[src/rtl/mem_port_arbiter_if.sv]
// Handshake and RAM bus between the IF / EX-MEM requesters,
// the memory port arbiter and the single-port block RAM.
//
// Signals:
//   if_req/if_addr -> if_rdata/if_valid   : instruction fetch port
//   d_req/d_we/d_size/d_addr/d_wdata
//                  -> d_rdata/d_valid     : data load/store port
//   ram_en/ram_we/ram_addr/ram_wdata
//                  <- ram_rdata           : RAM macro port
//   stall                                 : pipeline stall
// Modports:
//   slave  : the arbiter itself
//   master : requesters + RAM (the environment around the arbiter)

interface mem_port_arbiter_if;
    logic        if_req;
    logic [13:0] if_addr;
    logic [31:0] if_rdata;
    logic        if_valid;

    logic        d_req;
    logic        d_we;
    logic [1:0]  d_size;
    logic [13:0] d_addr;
    logic [31:0] d_wdata;
    logic [31:0] d_rdata;
    logic        d_valid;

    logic        ram_en;
    logic [3:0]  ram_we;
    logic [11:0] ram_addr;
    logic [31:0] ram_wdata;
    logic [31:0] ram_rdata;

    logic        stall;

    modport slave (
        input  if_req, if_addr,
        output if_rdata, if_valid,
        input  d_req, d_we, d_size, d_addr, d_wdata,
        output d_rdata, d_valid,
        output ram_en, ram_we, ram_addr, ram_wdata,
        input  ram_rdata,
        output stall
    );

    modport master (
        output if_req, if_addr,
        input  if_rdata, if_valid,
        output d_req, d_we, d_size, d_addr, d_wdata,
        input  d_rdata, d_valid,
        input  ram_en, ram_we, ram_addr, ram_wdata,
        output ram_rdata,
        input  stall
    );
endinterface

[src/rtl/mem_port_arbiter.sv]
// Arbiter sharing one single-port block RAM between instruction
// fetch (IF) and the EX/MEM data requester (D).
//
// Ports:
//   clk   : system clock, all state on posedge
//   rst_n : asynchronous reset, ACTIVE-HIGH despite the name
//   bus   : mem_port_arbiter_if.slave (requesters, RAM, stall)
// Parameters:
//   RAM_LAT   : RAM read latency, ram_en -> ram_rdata (1..4)
//   MAX_D_RUN : D grants in a row while IF waits (1..15)

module mem_port_arbiter #(
    parameter int unsigned RAM_LAT   = 1,
    parameter int unsigned MAX_D_RUN = 4
) (
    input  logic              clk,
    input  logic              rst_n,
    mem_port_arbiter_if.slave bus
);

    localparam logic [2:0] LAT_LOAD = 3'(RAM_LAT);
    localparam logic [3:0] RUN_MAX  = 4'(MAX_D_RUN);

    typedef enum logic [1:0] {
        S_IDLE,
        S_WAIT,
        S_DONE
    } state_t;

    typedef enum logic [1:0] {
        OWN_NONE,
        OWN_IF,
        OWN_D
    } owner_t;

    state_t      r_state;
    state_t      w_state_nxt;
    owner_t      r_owner;
    logic [2:0]  r_lat;
    logic [3:0]  r_run;
    logic [31:0] r_if_rdata;
    logic [31:0] r_d_rdata;

    logic        w_idle;
    logic        w_gnt_d;
    logic        w_gnt_if;
    logic        w_gnt;
    logic        w_wait_end;
    logic        w_if_valid;
    logic        w_d_valid;
    logic        w_stall;
    logic [3:0]  w_lane_we;
    logic [31:0] w_lane_wd;
    logic        w_ram_en;
    logic [3:0]  w_ram_we;
    logic [11:0] w_ram_addr;
    logic [31:0] w_ram_wdata;
    logic        w_unused;

    // Fetch addresses are word-aligned by construction.
    assign w_unused = &{1'b0, bus.if_addr[1:0]};

    // Grants are combinational from IDLE so ram_en lands in the
    // same cycle the decision is made. Reset gates them so the
    // RAM sees nothing while reset is held.
    always_comb begin
        w_idle   = (r_state == S_IDLE) && !rst_n;
        w_gnt_d  = w_idle && bus.d_req
                   && !(bus.if_req && (r_run == RUN_MAX));
        w_gnt_if = w_idle && bus.if_req && !w_gnt_d;
        w_gnt    = w_gnt_d || w_gnt_if;
        w_wait_end = (r_state == S_WAIT)
                     && (r_lat == 3'd1);
    end

    // Byte-lane enables and replicated store data by size.
    always_comb begin
        w_lane_we = 4'b1111;
        w_lane_wd = bus.d_wdata;
        case (bus.d_size)
            2'b00: begin
                w_lane_we = 4'b0001 << bus.d_addr[1:0];
                w_lane_wd = {4{bus.d_wdata[7:0]}};
            end
            2'b01: begin
                w_lane_we = bus.d_addr[1] ? 4'b1100
                                          : 4'b0011;
                w_lane_wd = {2{bus.d_wdata[15:0]}};
            end
            default: begin
                w_lane_we = 4'b1111;
                w_lane_wd = bus.d_wdata;
            end
        endcase
    end

    // RAM strobes exist only in the grant cycle.
    always_comb begin
        w_ram_en    = w_gnt;
        w_ram_we    = '0;
        w_ram_addr  = '0;
        w_ram_wdata = '0;
        if (w_gnt_d) begin
            w_ram_addr = bus.d_addr[13:2];
            if (bus.d_we) begin
                w_ram_we    = w_lane_we;
                w_ram_wdata = w_lane_wd;
            end
        end else if (w_gnt_if) begin
            w_ram_addr = bus.if_addr[13:2];
        end
    end

    always_comb begin
        w_state_nxt = r_state;
        unique case (r_state)
            S_IDLE: begin
                if (w_gnt) begin
                    w_state_nxt = S_WAIT;
                end
            end
            S_WAIT: begin
                if (w_wait_end) begin
                    w_state_nxt = S_DONE;
                end
            end
            S_DONE: begin
                w_state_nxt = S_IDLE;
            end
            default: begin
                w_state_nxt = S_IDLE;
            end
        endcase
    end

    always_comb begin
        w_if_valid = (r_state == S_DONE)
                     && (r_owner == OWN_IF);
        w_d_valid  = (r_state == S_DONE)
                     && (r_owner == OWN_D);
        w_stall    = !rst_n
                     && ((bus.if_req && !w_if_valid)
                      || (bus.d_req && !w_d_valid));
    end

    always_ff @(posedge clk or posedge rst_n) begin
        if (rst_n) begin
            r_state    <= S_IDLE;
            r_owner    <= OWN_NONE;
            r_lat      <= '0;
            r_run      <= '0;
            r_if_rdata <= '0;
            r_d_rdata  <= '0;
        end else begin
            r_state <= w_state_nxt;

            if (w_gnt) begin
                r_owner <= w_gnt_d ? OWN_D : OWN_IF;
                r_lat   <= LAT_LOAD;
            end else if (r_state == S_WAIT) begin
                r_lat <= r_lat - 3'd1;
            end else if (r_state == S_DONE) begin
                r_owner <= OWN_NONE;
            end

            // Counts D grants that made a waiting IF wait.
            if (w_gnt_if) begin
                r_run <= '0;
            end else if (w_gnt_d) begin
                if (!bus.if_req) begin
                    r_run <= '0;
                end else if (r_run != RUN_MAX) begin
                    r_run <= r_run + 4'd1;
                end
            end

            // Capture on the edge into DONE so the data is
            // already registered while the valid pulse is up.
            if (w_wait_end) begin
                if (r_owner == OWN_IF) begin
                    r_if_rdata <= bus.ram_rdata;
                end
                if (r_owner == OWN_D) begin
                    r_d_rdata <= bus.ram_rdata;
                end
            end
        end
    end

    assign bus.if_rdata  = r_if_rdata;
    assign bus.if_valid  = w_if_valid;
    assign bus.d_rdata   = r_d_rdata;
    assign bus.d_valid   = w_d_valid;
    assign bus.ram_en    = w_ram_en;
    assign bus.ram_we    = w_ram_we;
    assign bus.ram_addr  = w_ram_addr;
    assign bus.ram_wdata = w_ram_wdata;
    assign bus.stall     = w_stall;

endmodule

[src/flat_wrapper.sv]
// flat-port wrapper written by rule: the top's interface ports become plain ports
module mem_port_arbiter_flat 
#(
    parameter int unsigned RAM_LAT   = 1,
    parameter int unsigned MAX_D_RUN = 4
)
  (clk, rst_n, bus_if_req, bus_if_addr, bus_if_rdata, bus_if_valid, bus_d_req, bus_d_we, bus_d_size, bus_d_addr, bus_d_wdata, bus_d_rdata, bus_d_valid, bus_ram_en, bus_ram_we, bus_ram_addr, bus_ram_wdata, bus_ram_rdata, bus_stall);
  mem_port_arbiter_if bus_i ();
  input  logic clk;
  input  logic rst_n;
  input wire logic [$bits(bus_i.if_req)-1:0] bus_if_req;
  input wire logic [$bits(bus_i.if_addr)-1:0] bus_if_addr;
  output wire logic [$bits(bus_i.if_rdata)-1:0] bus_if_rdata;
  output wire logic [$bits(bus_i.if_valid)-1:0] bus_if_valid;
  input wire logic [$bits(bus_i.d_req)-1:0] bus_d_req;
  input wire logic [$bits(bus_i.d_we)-1:0] bus_d_we;
  input wire logic [$bits(bus_i.d_size)-1:0] bus_d_size;
  input wire logic [$bits(bus_i.d_addr)-1:0] bus_d_addr;
  input wire logic [$bits(bus_i.d_wdata)-1:0] bus_d_wdata;
  output wire logic [$bits(bus_i.d_rdata)-1:0] bus_d_rdata;
  output wire logic [$bits(bus_i.d_valid)-1:0] bus_d_valid;
  output wire logic [$bits(bus_i.ram_en)-1:0] bus_ram_en;
  output wire logic [$bits(bus_i.ram_we)-1:0] bus_ram_we;
  output wire logic [$bits(bus_i.ram_addr)-1:0] bus_ram_addr;
  output wire logic [$bits(bus_i.ram_wdata)-1:0] bus_ram_wdata;
  input wire logic [$bits(bus_i.ram_rdata)-1:0] bus_ram_rdata;
  output wire logic [$bits(bus_i.stall)-1:0] bus_stall;
  assign bus_i.if_req = bus_if_req;
  assign bus_i.if_addr = bus_if_addr;
  assign bus_if_rdata = bus_i.if_rdata;
  assign bus_if_valid = bus_i.if_valid;
  assign bus_i.d_req = bus_d_req;
  assign bus_i.d_we = bus_d_we;
  assign bus_i.d_size = bus_d_size;
  assign bus_i.d_addr = bus_d_addr;
  assign bus_i.d_wdata = bus_d_wdata;
  assign bus_d_rdata = bus_i.d_rdata;
  assign bus_d_valid = bus_i.d_valid;
  assign bus_ram_en = bus_i.ram_en;
  assign bus_ram_we = bus_i.ram_we;
  assign bus_ram_addr = bus_i.ram_addr;
  assign bus_ram_wdata = bus_i.ram_wdata;
  assign bus_i.ram_rdata = bus_ram_rdata;
  assign bus_stall = bus_i.stall;
  mem_port_arbiter #(.RAM_LAT(RAM_LAT), .MAX_D_RUN(MAX_D_RUN)) u_core (.clk(clk), .rst_n(rst_n), .bus(bus_i));
endmodule
[config.mk]
export PLATFORM = sky130hd
export DESIGN_NAME = mem_port_arbiter_flat
export DESIGN_NICKNAME = d
export VERILOG_FILES = /design/src/rtl/mem_port_arbiter_if.sv /design/src/rtl/mem_port_arbiter.sv /design/src/flat_wrapper.sv
export SDC_FILE = /design/constraint.sdc
export NUM_CORES = 1
export LEC_CHECK = 0
export ABC_CLOCK_PERIOD_IN_PS = 3520
export BUFFER_PORTS_ARGS = -buffer_cell sky130_fd_sc_hd__clkbuf_2
export CORE_ASPECT_RATIO = 0.8
export CORE_MARGIN = 2
export CORE_UTILIZATION = 30
export CTS_CLUSTER_DIAMETER = 120
export DETAILED_ROUTE_END_ITERATION = 10
export GPL_ROUTABILITY_DRIVEN = 1
export PLACE_DENSITY = 0.55
export SYNTH_ARGS = -nofsm -noshare
export SYNTH_HDL_FRONTEND = slang
export SYNTH_SLANG_ARGS = --single-unit
[constraint.sdc]
create_clock -name clk -period 3.52 [get_ports clk]
set_input_delay 0.704 -clock clk [delete_from_list [all_inputs] [get_ports clk]]
set_output_delay 0.704 -clock clk [all_outputs]
set_load 0.1 [all_outputs]
==> Yosys cells after proc, flatten, opt, wreduce, memory -nomap -nowiden <==
Cells that the tools add are included.
{ "classes": {"n_mux": 22, "n_mul": 0, "bitwise_logic": 0, "n_div": 0, "n_addsub": 2, "n_eq_ne": 12, "n_lt_le_gt_ge": 0, "reduce_logical": 29, "shift": 1} }
{ "ops": {"columns": ["op", "count"], "rows": [
  ["two-way mux 32 bit", 2],
  ["case mux 32 bit (2 select lines)", 1],
  ["two-way mux 4 bit", 7],
  ["two-way mux 12 bit", 2],
  ["logical AND 1 bit", 12],
  ["two-way mux 2 bit", 6],
  ["AND reduction 2 bit", 5],
  ["case mux 4 bit (2 select lines)", 1],
  ["== test 2 x 1 -> 1 bit, second input constant", 3],
  ["two-way mux 3 bit", 2],
  ["nonzero test 2 bit", 3],
  ["logical NOT 1 bit", 5],
  ["adder 4 x 1 -> 4 bit, second input constant", 1],
  ["== test 2 bit, second input constant", 2],
  ["== test 4 x 3 -> 1 bit, second input constant", 1],
  ["logical NOT 2 bit", 2],
  ["!= test 2 bit, second input constant", 2],
  ["!= test 4 x 3 -> 1 bit, second input constant", 1],
  ["case mux 2 bit (2 select lines)", 1],
  ["left shift 1 x 2 -> 4 bit, first input constant", 1],
  ["== test 3 x 1 -> 1 bit, second input constant", 1],
  ["!= test 3 x 1 -> 1 bit, second input constant", 1],
  ["subtractor 3 x 1 -> 3 bit, second input constant", 1],
  ["logical OR 1 bit", 2],
  ["!= test 2 x 1 -> 1 bit, second input constant", 1]
]} }
{ "totals": {"n_memories": 0, "ram_bits": 0, "regBits": 75, "latchBits": 0, "romBits": 0} }

==> Longest topological paths before layout <==
Gate-level depths: netlist (run 1).
{ "depth": {"word_depth": 9, "ltp_mapped": 6, "ltp_nobuf": 5} }

==> Worst setup path after synthesis (run 1) <==
OpenSTA, ideal clock, no wires.
{ "synth_path": {"kind": "register -> output", "startpoint": "reg u_core.r_state[0]", "endpoint": "out bus_stall", "path_stages_with_launch": 4, "t_arrival_ns": 4.531, "path_slack_ns": -1.715, "cell_sequence": "dfrtp_1 > nand2b_1 > nor3b_1 > a211oi_1"} }
{ "synth_between": {"elab_chain_len": 6, "elab_cells_between_ends": 9, "classes_between": "eq/ne: 1; reduce/logical: 8"} }
{ "synth_rtl": {"columns": ["item", "line_no", "source"], "rows": [
  ["start, declared", "mem_port_arbiter.sv:36", "state_t r_state;"],
  ["start signal, assigned", "mem_port_arbiter.sv:155", "r_state <= w_state_nxt;"],
  ["== test 2 bit", "mem_port_arbiter.sv:137", "w_if_valid = (r_state == S_DONE)"],
  ["logical AND 1 bit", "mem_port_arbiter.sv:138", "&& (r_owner == OWN_IF);"],
  ["net bus_if_valid", "flat_wrapper.sv:14", "output wire logic [$bits(bus_i.if_valid)-1:0] bus_if_valid;"],
  ["logical NOT 1 bit", "mem_port_arbiter.sv:142", "&& ((bus.if_req && !w_if_valid)"],
  ["logical AND 1 bit", "mem_port_arbiter.sv:142", null],
  ["logical OR 1 bit", "mem_port_arbiter.sv:143", "|| (bus.d_req && !w_d_valid));"],
  ["logical AND 1 bit", "mem_port_arbiter.sv:142", null],
  ["end, declared", "flat_wrapper.sv:27", "output wire logic [$bits(bus_i.stall)-1:0] bus_stall;"]
]} }
The timed path passes the listed nets, and every way through them passes these cells.

==> Worst setup path in the final report (run 1) <==
{ "layout_path": {"startpoint": "reg u_core.r_run[0]", "endpoint": "out bus_ram_addr[5]"} }
{ "layout_between": {"elab_chain_len": 8} }
{ "layout_rtl": {"columns": ["item", "line_no", "source"], "rows": [
  ["start, declared", "mem_port_arbiter.sv:40", "logic [3:0] r_run;"],
  ["start signal, assigned", "mem_port_arbiter.sv:173", "r_run <= r_run + 4'd1;"],
  ["== test 4 x 3 -> 1 bit (*)", "mem_port_arbiter.sv:69", "&& !(bus.if_req && (r_run == RUN_MAX));"],
  ["logical AND 1 bit (*)", "mem_port_arbiter.sv:69", null],
  ["logical NOT 1 bit (*)", "mem_port_arbiter.sv:69", null],
  ["logical AND 1 bit (*)", "mem_port_arbiter.sv:69", null],
  ["logical NOT 1 bit", "mem_port_arbiter.sv:70", "w_gnt_if = w_idle && bus.if_req && !w_gnt_d;"],
  ["logical AND 1 bit", "mem_port_arbiter.sv:70", null],
  ["two-way mux 12 bit", "mem_port_arbiter.sv:109", "end else if (w_gnt_if) begin"],
  ["two-way mux 12 bit (*)", "mem_port_arbiter.sv:103", "if (w_gnt_d) begin"],
  ["end, declared", "flat_wrapper.sv:24", "output wire logic [$bits(bus_i.ram_addr)-1:0] bus_ram_addr;"]
]} }
Every way passes the cells marked *; elsewhere a longest branch is shown, timed or not.

==> results of run 1 <==
==> final cells by class <==
cell class                      instances  area [sq um]  area share (%)
Multi-Input combinational cell        238          2079           32.44
Sequential cell                        75          1877           29.28
Timing Repair Buffer                  218          1854           28.93
Clock buffer                           10         229.0           3.572
Tap cell                              180         225.2           3.514
Clock inverter                          6         96.34           1.503
Inverter                               13         48.80          0.7613
==> cells in the final DEF, fill, tap and decap left out, types with 2 or more instances in the layout <==
cell | Yosys | final
a211oi_1 | 2 | 2
a21oi_1 | 21 | 11
a21oi_2 | 0 | 10
a32o_1 | 2 | 2
and2_1 | 9 | 9
buf_12 | 0 | 50
buf_4 | 0 | 5
bufinv_16 | 0 | 2
clkbuf_16 | 0 | 9
clkbuf_2 | 0 | 163
dfrtp_1 | 75 | 75
ha_1 | 4 | 4
inv_1 | 12 | 11
mux2_2 | 11 | 11
mux2_4 | 60 | 60
mux2i_1 | 8 | 8
nand2_1 | 28 | 28
nand2b_1 | 2 | 2
nand3_1 | 13 | 13
nand3b_1 | 2 | 2
nand3b_4 | 2 | 2
nand4_1 | 15 | 15
nor2_1 | 14 | 14
nor2b_1 | 3 | 3
o21ai_0 | 21 | 21
o21ai_1 | 5 | 5
==> sequential cells by signal, summed over array words and instances (netlist names) <==
register and flops:
u_core.r_lat 3, u_core.r_run 4, u_core.r_owner 2, u_core.bus.d_rdata 32, u_core.bus.if_rdata 32, u_core.r_state 2
==> per-layer routing <==
layer	wire length, um	track usage [%]
met5	0	0
met4	184	4.286
met3	741	4.548
met2	6064	26.97
met1	5119	21.17
==> per-stage QoR <==
stage / setup TNS [ns] / util (%) / worst slack, ns / hold slack, ns
CTS: 0 / 47.64 / 0.5405 / 0.4995
detailed placement: 0 / 45.22 / 0.6708 / 0.4857
global placement: 0 / 45.22 / 0.7177 / 0.4879
global route: 0 / 47.64 / 0.3813 / 0.5243
finish: 0 / 47.64 / 0.5427 / 0.4959
floorplan: -4.661 / - / -0.6529 / 0.5021
==> worst min-delay path by stage <==
stage	from	end	slack, ns	cells after the start
finish	u_core.bus.if_rdata[12]$_DFFE_PP0P_	u_core.bus.if_rdata[12]$_DFFE_PP0P_	0.50	1
CTS	u_core.bus.if_rdata[12]$_DFFE_PP0P_	u_core.bus.if_rdata[12]$_DFFE_PP0P_	0.50	1
global route	u_core.bus.if_rdata[12]$_DFFE_PP0P_	u_core.bus.if_rdata[12]$_DFFE_PP0P_	0.52	1
detailed placement	u_core.bus.if_rdata[12]$_DFFE_PP0P_	u_core.bus.if_rdata[12]$_DFFE_PP0P_	0.49	1
global placement	u_core.bus.if_rdata[12]$_DFFE_PP0P_	u_core.bus.if_rdata[12]$_DFFE_PP0P_	0.49	1
floorplan	u_core.r_lat[2]$_DFFE_PP0P_	u_core.r_state[0]$_DFFE_PP0P_	0.50	2
==> logic make-up (layout without fill, tap and decap cells) <==
logic type | Yosys count | in the layout
adders and majority gates | 4 | 4
xor gates and xnor gates | 2 | 2
DFF | 75 | 75
muxes | 80 | 80
buffers and inverters | 35 | 247
and+or+nand+nor | 97 | 97
AOI/OAI and AO/OA | 55 | 55
==> results.yml, run 1 <==
setup_path:
  cp.arrival_ns: 2.27
  crit_fanout: 15
  slowest_stage: "dfrtp_1"
  required_ns: 2.82
  crit_path_end_kind: "primary output"
  crit_buf_inv: 2
  crit_cells: 6
  rr_startpoint: "u_core.r_lat[1]$_DFFE_PP0P_"
  ff2ff_setup_slack_ns: 1.43
  path_class: "register to primary output"
  path_cells: "inv_1 > ha_1 > nand4b_1 > and2_1 > o21ai_0 > buf_12"
  crit_start: "u_core.r_run[0]$_DFFE_PP0P_"
  reg2reg_depth: 5
  cpPeakStageDelay_ns: 0.42
  path_delay_family: "simple AND/OR/NAND/NOR gates"
  crit_end: "bus_ram_addr[5]"
  r2r-end: "u_core.bus.d_rdata[10]$_DFFE_PP0P_"
  crit_path_start_kind: "register"
sta:
  period_needed_ns: 2.977
  skew_ns: 0.009930
  setup_viol: 0
  rsz0062_at_grt: "no"
  fin_crit_sh_pct: 84.58
  hold_violations: 0
  relSlewSlack_pct: 52.81
  worstMarginPinSlew_ns: 0.7078
  fmax_mhz: 335.9
  drv_slew: 0
layout:
  fill_cells: 1214
  fin_area_sq_mm: 0.006410
  num_antenna_cells: 0
  layout-drive-gt1-share_pct: 57.50
  fin_nets: 658
  syn_to_final_growth_pct: 56.71
  stdcell_count: 740
global_routing:
  antenna_found_initial: 0
  grt_pass1_vias: 3461
  grt_use_total_pct: 16.31
  grt_pass1_wl_um: 18460
  grt-ovfl-total: 0
  grt_max_degree: 46
synth:
  synthCells: 348
  ys.flop_type: "dfrtp_1"
  syn_nets: 451
  ys_types: 41
  async_flop_share_pct: 100.0
  synth.yosys.seq_area_share_pct: 45.89
  yosys.area_share.adder_pct: 1.224
  yosysMostFrequentCell: "dfrtp_1"
  synth_edf_count: 0
  synth_common_cells: "dfrtp_1, mux2_4, nand2_1"
  synth_top_family_by_area: "multiplexers"
  synthXorXnorAreaFrac_pct: 0.4283
  syn_avg_cell_area_sq_um: 11.75
  synth_mux_area_share_pct: 27.29
  synth_seq_cells: 75
  synth_top_area_cell: "dfrtp_1"
  synthTopCellsByArea: "dfrtp_1, mux2_4, mux2_2"
  synth_warnings: 0
  syn_area_sq_mm: 0.004090
  synth.top_cell.area_share_pct: 45.89
  synth_simple_gate_area_share_pct: 13.37
  synth_compound_area_share_pct: 7.342
clocking:
  post_cts_resized: 0
  cts_tree: "yes"
  cts_hold_buf: 0
  clock_latency_ns: 0.33
  root_buffer: "clkbuf_16"
  cts.sinks: 75
  postCtsSetupBuffers: 0
  clockBufferDepth: 2
  cts_made_buffers: 9
  htreeDepth: 3
  clk_pin_slew_ns: 0.06
floorplan:
  pin_count: 215
  die_h_um: 108.4
  core_sq_mm: 0.01346
  dieArea_sq_mm: 0.01459
  die_x_um: 134.5
  initial_core_util_pct: 30.40
  rows: 38
route:
  antenna_left: 0
  num_vias: 3469
  drt-initial-drc-count: 238
  wl_per_cell_um: 16.36
  drcViolationCount: 0
  drt_first_pass_iters: 4
  via_per_inst: 4.688
  routed_wl_um: 12110
run_status:
  status: "completed"
placement:
  gp_congestion: 0.7696
  io_buffers: 212
  dp_cells: 724
  dpl-instance-area_sq_mm: 0.006085
  dp_hpwl_um: 9337
flow_run:
  maxCapViolations: 0
worst_hold_path:
  min_path_type: "register to register"
Power of run 1 is left out: the tool's default activity adds up to more than one toggle a clock period on the data nets, which glitch-free logic cannot reach.
==> inputs of run 2 (changes only) <==
- ABC_CLOCK_PERIOD_IN_PS: 3520 -> 2700
- PLACE_DENSITY: 0.55 -> 0.57
- clock period: 3.52 -> 2.7 ns (I/O delays scaled with it)
==> run 2 against run 1 <==
  * Register-to-register slack got worse by 0.73 ns
  * Sequential cell count did not move
  * Hold slack got worse by 0.18 ns
  * Non-clock buffer count rose by 9
  * First-iteration DRC count fell by 25%
  * Via count rose by 0.40%
  * Final area rose by 1.9%
  * Count of clock-buffer cells in the layout rose by 1
==> results.yml, run 2 (synthesis gave the netlist of run 1 again) <==
route:
  drt-initial-drc-count: 178
  drcViolationCount: 0
  drt_first_pass_iters: 6
  num_vias: 3483
  routed_wl_um: 12000
  antenna_left: 0
  wl_per_cell_um: 16.02
  via_per_inst: 4.650
setup_path:
  path_class: "register to primary output"
  rr_startpoint: "u_core.r_lat[1]$_DFFE_PP0P_"
  required_ns: 2.16
  cp.arrival_ns: 2.06
  reg2reg_depth: 6
  crit_fanout: 13
  crit_path_start_kind: "register"
  ff2ff_setup_slack_ns: 0.70
  crit_path_end_kind: "primary output"
  r2r-end: "u_core.bus.if_rdata[9]$_DFFE_PP0P_"
placement:
  io_buffers: 212
  dpl-instance-area_sq_mm: 0.006226
  gp_congestion: 0.7976
  dp_hpwl_um: 9352
clocking:
  clock_latency_ns: 0.33
  cts_made_buffers: 9
  root_buffer: "clkbuf_16"
  clk_pin_slew_ns: 0.06
  cts_tree: "yes"
  htreeDepth: 3
  cts.sinks: 75
  clockBufferDepth: 2
sta:
  relSlewSlack_pct: 57.87
  hold_violations: 0
  fin_crit_sh_pct: 96.14
  fmax_mhz: 385.2
  skew_ns: 0.004898
  drv_slew: 0
  worstMarginPinSlew_ns: 0.6319
  setup_viol: 0
  finalSetupTns_ns: 0
  fin_hold_ws_ns: 0.3161
  period_needed_ns: 2.596
  rsz0062_at_grt: "yes"
layout:
  mostFrequentLayoutCells: "clkbuf_2, dfrtp_1, mux2_4, buf_12, nand2_1"
  layout-drive-gt1-share_pct: 60.46
  fin_area_sq_mm: 0.006530
  num_antenna_cells: 0
  final_common_cell: "clkbuf_2"
  syn_to_final_growth_pct: 59.65
  fin_nets: 667
  post-route-util_pct: 48.53
floorplan:
  pin_count: 215
  die_h_um: 108.4
  dieArea_sq_mm: 0.01459
  initial_core_util_pct: 30.40
  die_x_um: 134.5
  rows: 38
  core_sq_mm: 0.01346
run_status:
  status: "completed"
global_routing:
  antenna_found_initial: 0
  grt_pass1_vias: 3470
  grt_max_degree: 36
  grt-ovfl-total: 0
  grt_use_total_pct: 16.14
  grt_pass1_wl_um: 18340
flow_run:
  maxCapViolations: 0
worst_hold_path:
  min_path_type: "primary input to async pin"
## run 2: cell types whose count changed in the layout (fill, tap and decap cells not counted), moves of 4 or more
cell,delta
nor2_1,-10
a21oi_1,+7
a21oi_2,-7
o21ai_0,-7
buf_4,+6
nor2_2,+6
o21ai_2,+6
nor2_4,+4
## run 2: how the worst max path moves through the flow
stage	start	endpoint	slack (ns)	cells after the start
6_report	u_core.r_run[0]$_DFFE_PP0P_	bus_ram_wdata[7]	0.10	7
5_1_grt	u_core.r_run[0]$_DFFE_PP0P_	bus_ram_wdata[2]	-0.01	7
4_1_cts	u_core.r_run[0]$_DFFE_PP0P_	bus_ram_wdata[1]	0.02	7
3_5_place_dp	u_core.r_run[0]$_DFFE_PP0P_	bus_ram_addr[8]	0.14	6
3_3_place_gp	u_core.r_run[0]$_DFFE_PP0P_	bus_ram_addr[8]	0.19	6
2_1_floorplan	u_core.r_run[0]$_DFFE_PP0P_	bus_ram_wdata[13]	-0.61	6
## run 2: routing by layer
layer | vias up | global-route usage [%] | share of wire, %
met5 | - | 0 | 0
met4 | 0 | 5.263 | 2.0
met3 | 16 | 4.360 | 5.6
met2 | 105 | 25.66 | 48
met1 | 1690 | 21.45 | 44
li1 | 1672 | - | -
## run 2: what timing repair did
item	in CTS	in global routing
hold buffers	0	0
gates resized for setup	2	5
buffers inserted	0	1
endpoints found under the setup margin	20	34
gates cloned	0	0
## run 2: critical path, cell delays in order, from the launching register on
cell      delay (ns)
dfrtp_1         0.40
inv_1           0.06
ha_1            0.21
nand4b_1        0.20
buf_6           0.20
and4_4          0.28
and2_1          0.19
buf_12          0.18
## run 2: cell type report
type	instances	area (sq um)
fill	1208	6925
multi-input combinational	238	2142
timing repair buffer	227	1957
sequential	75	1877
clock buffer	11	242.7
tap	180	225.2
inverter	13	48.80
clock inverter	5	37.54
## run 2: stage by stage
step	cells	setup WS [ns]
final	749	0.1042
after detailed placement	732	0.1410
after floorplan	348	-0.6082
after global placement	732	0.1875
after global routing	749	-0.01437
after CTS	748	0.02056
Power of run 2 is left out for the same reason.
==> inputs of run 3 (changes only) <==
- ABC_CLOCK_PERIOD_IN_PS: 2700 -> 2800
- CORE_ASPECT_RATIO: 0.8 -> 1.1
- PLACE_DENSITY: 0.57 -> 0.55
- clock period: 2.7 -> 2.8 ns (I/O delays scaled with it)
==> run 3 against run 2 <==
  * Register-to-register slack barely moved
  * Clock skew grew 0.0026 ns
  * Sequential share of layout area up 0.30 points
  * Final area down 1.0%
  * Setup slack improved by 0.077 ns
  * Wire length shrank 2.6%
  * Hold slack got worse by 0.055 ns
  * Sequential cell count is the same
  * Die area is essentially flat
  * Largest cell class unchanged
  * Global-route usage fell by 0.16 points
==> results.yml, run 3 (synthesis gave the netlist of run 1 again) <==
run_status:
  status: "completed"
global_routing:
  grt_use_total_pct: 15.98
  grt_max_degree: 40
  antenna_found_initial: 0
  grt-ovfl-total: 0
  grt_pass1_vias: 3712
  grt_pass1_wl_um: 18750
worst_hold_path:
  min_path_type: "primary input to async pin"
route:
  routed_wl_um: 11680
  drcViolationCount: 0
  wl_per_cell_um: 15.62
  via_per_inst: 4.713
  drt-initial-drc-count: 97
  num_vias: 3525
  antenna_left: 0
  drt_first_pass_iters: 4
layout:
  num_antenna_cells: 0
  syn_to_final_growth_pct: 58.00
  fill_cells: 1223
  layout-drive-gt1-share_pct: 60.11
  mostFrequentLayoutCells: "clkbuf_2, dfrtp_1, mux2_4, buf_12, nand2_1"
  fin_nets: 662
  final_common_cell: "clkbuf_2"
  fin_area_sq_mm: 0.006462
clocking:
  root_buffer: "clkbuf_16"
  clockBufferDepth: 2
  cts.sinks: 75
  cts_made_buffers: 9
  htreeDepth: 3
  cts_hold_buf: 0
  postCtsSetupBuffers: 0
  cts_tree: "yes"
  post_cts_resized: 1
  clk_pin_slew_ns: 0.06
  clock_latency_ns: 0.33
sta:
  skew_ns: 0.007476
  finalSetupTns_ns: 0
  fin_ws_ns: 0.1811
  setup_viol: 0
  period_needed_ns: 2.619
  rsz0062_at_grt: "no"
  fmax_mhz: 381.8
  worstMarginPinSlew_ns: 0.6763
  fin_hold_ws_ns: 0.2614
  drv_slew: 0
  hold_violations: 0
  relSlewSlack_pct: 54.91
  fin_crit_sh_pct: 93.53
placement:
  dp_hpwl_um: 9177
  gp_congestion: 0.7785
  pre_cts_ws_ns: 0.2902
  dpl-instance-area_sq_mm: 0.006150
  io_buffers: 212
setup_path:
  ff2ff_setup_slack_ns: 0.69
  crit_path_start_kind: "register"
  path_class: "register to primary output"
  r2r-end: "u_core.bus.d_rdata[25]$_DFFE_PP0P_"
  crit_path_end_kind: "primary output"
  crit_fanout: 28
  rr_startpoint: "u_core.r_lat[1]$_DFFE_PP0P_"
  cp.arrival_ns: 2.06
  required_ns: 2.24
  reg2reg_depth: 5
floorplan:
  die_x_um: 115.3
  rows: 44
  core_sq_mm: 0.01327
  initial_core_util_pct: 30.83
  pin_count: 215
  die_h_um: 126.5
  dieArea_sq_mm: 0.01459
flow_run:
  maxCapViolations: 0
[run 3: cell types whose count changed in the layout (fill, tap and decap cells not counted), moves of 2 or more]
cell,before,now
buf_6,2,0
o21ai_2,6,8
nor2_2,6,10
buf_4,11,9
buf_12,52,50
nor2_4,4,0
[run 3: through the flow]
| stage | util (%) | std cells |
|---|---|---|
| floorplan | - | 348 |
| global placement | 46.35 | 732 |
| detailed placement | 46.35 | 732 |
| CTS | 48.64 | 748 |
| global route | 48.71 | 748 |
| finish | 48.71 | 748 |
[run 3: final cells by class]
cell class                 instances  area [sq um]  share of cell area (%)
multi-input combinational        238          2120                   32.80
timing repair buffer             222          1884                   29.16
sequential                        75          1877                   29.04
tap                              184         230.2                   3.562
clock buffer                      10         229.0                   3.543
clock inverter                     6         73.82                   1.142
inverter                          13         48.80                  0.7551
[run 3: worst max-delay path: stages (launching register included)]
cell and delay [ns]:
dfrtp_1 0.41, inv_1 0.06, ha_1 0.22, nand4b_1 0.15
nand4_2 0.11, buf_4 0.25, a21oi_1 0.29, buf_12 0.22
[run 3: worst max path at each step]
stage	from	endpoint	cells past startpoint
floorplan	u_core.r_run[0]$_DFFE_PP0P_	bus_ram_wdata[13]	6
global placement	u_core.r_run[0]$_DFFE_PP0P_	bus_ram_addr[8]	6
detailed placement	u_core.r_run[0]$_DFFE_PP0P_	bus_ram_addr[7]	6
CTS	u_core.r_run[0]$_DFFE_PP0P_	bus_ram_wdata[7]	7
global route	u_core.r_run[0]$_DFFE_PP0P_	bus_ram_we[3]	7
finish	u_core.r_run[0]$_DFFE_PP0P_	bus_ram_we[3]	7
[run 3: metal layers]
metal,share of wire (%),vias to the layer above,GRT usage (%)
met2,48,158,26.49
met5,0,-,0
met1,42,1688,19.84
met4,2.0,0,6.095
li1,-,1659,-
met3,7.6,20,4.157
Power of run 3 is left out for the same reason.
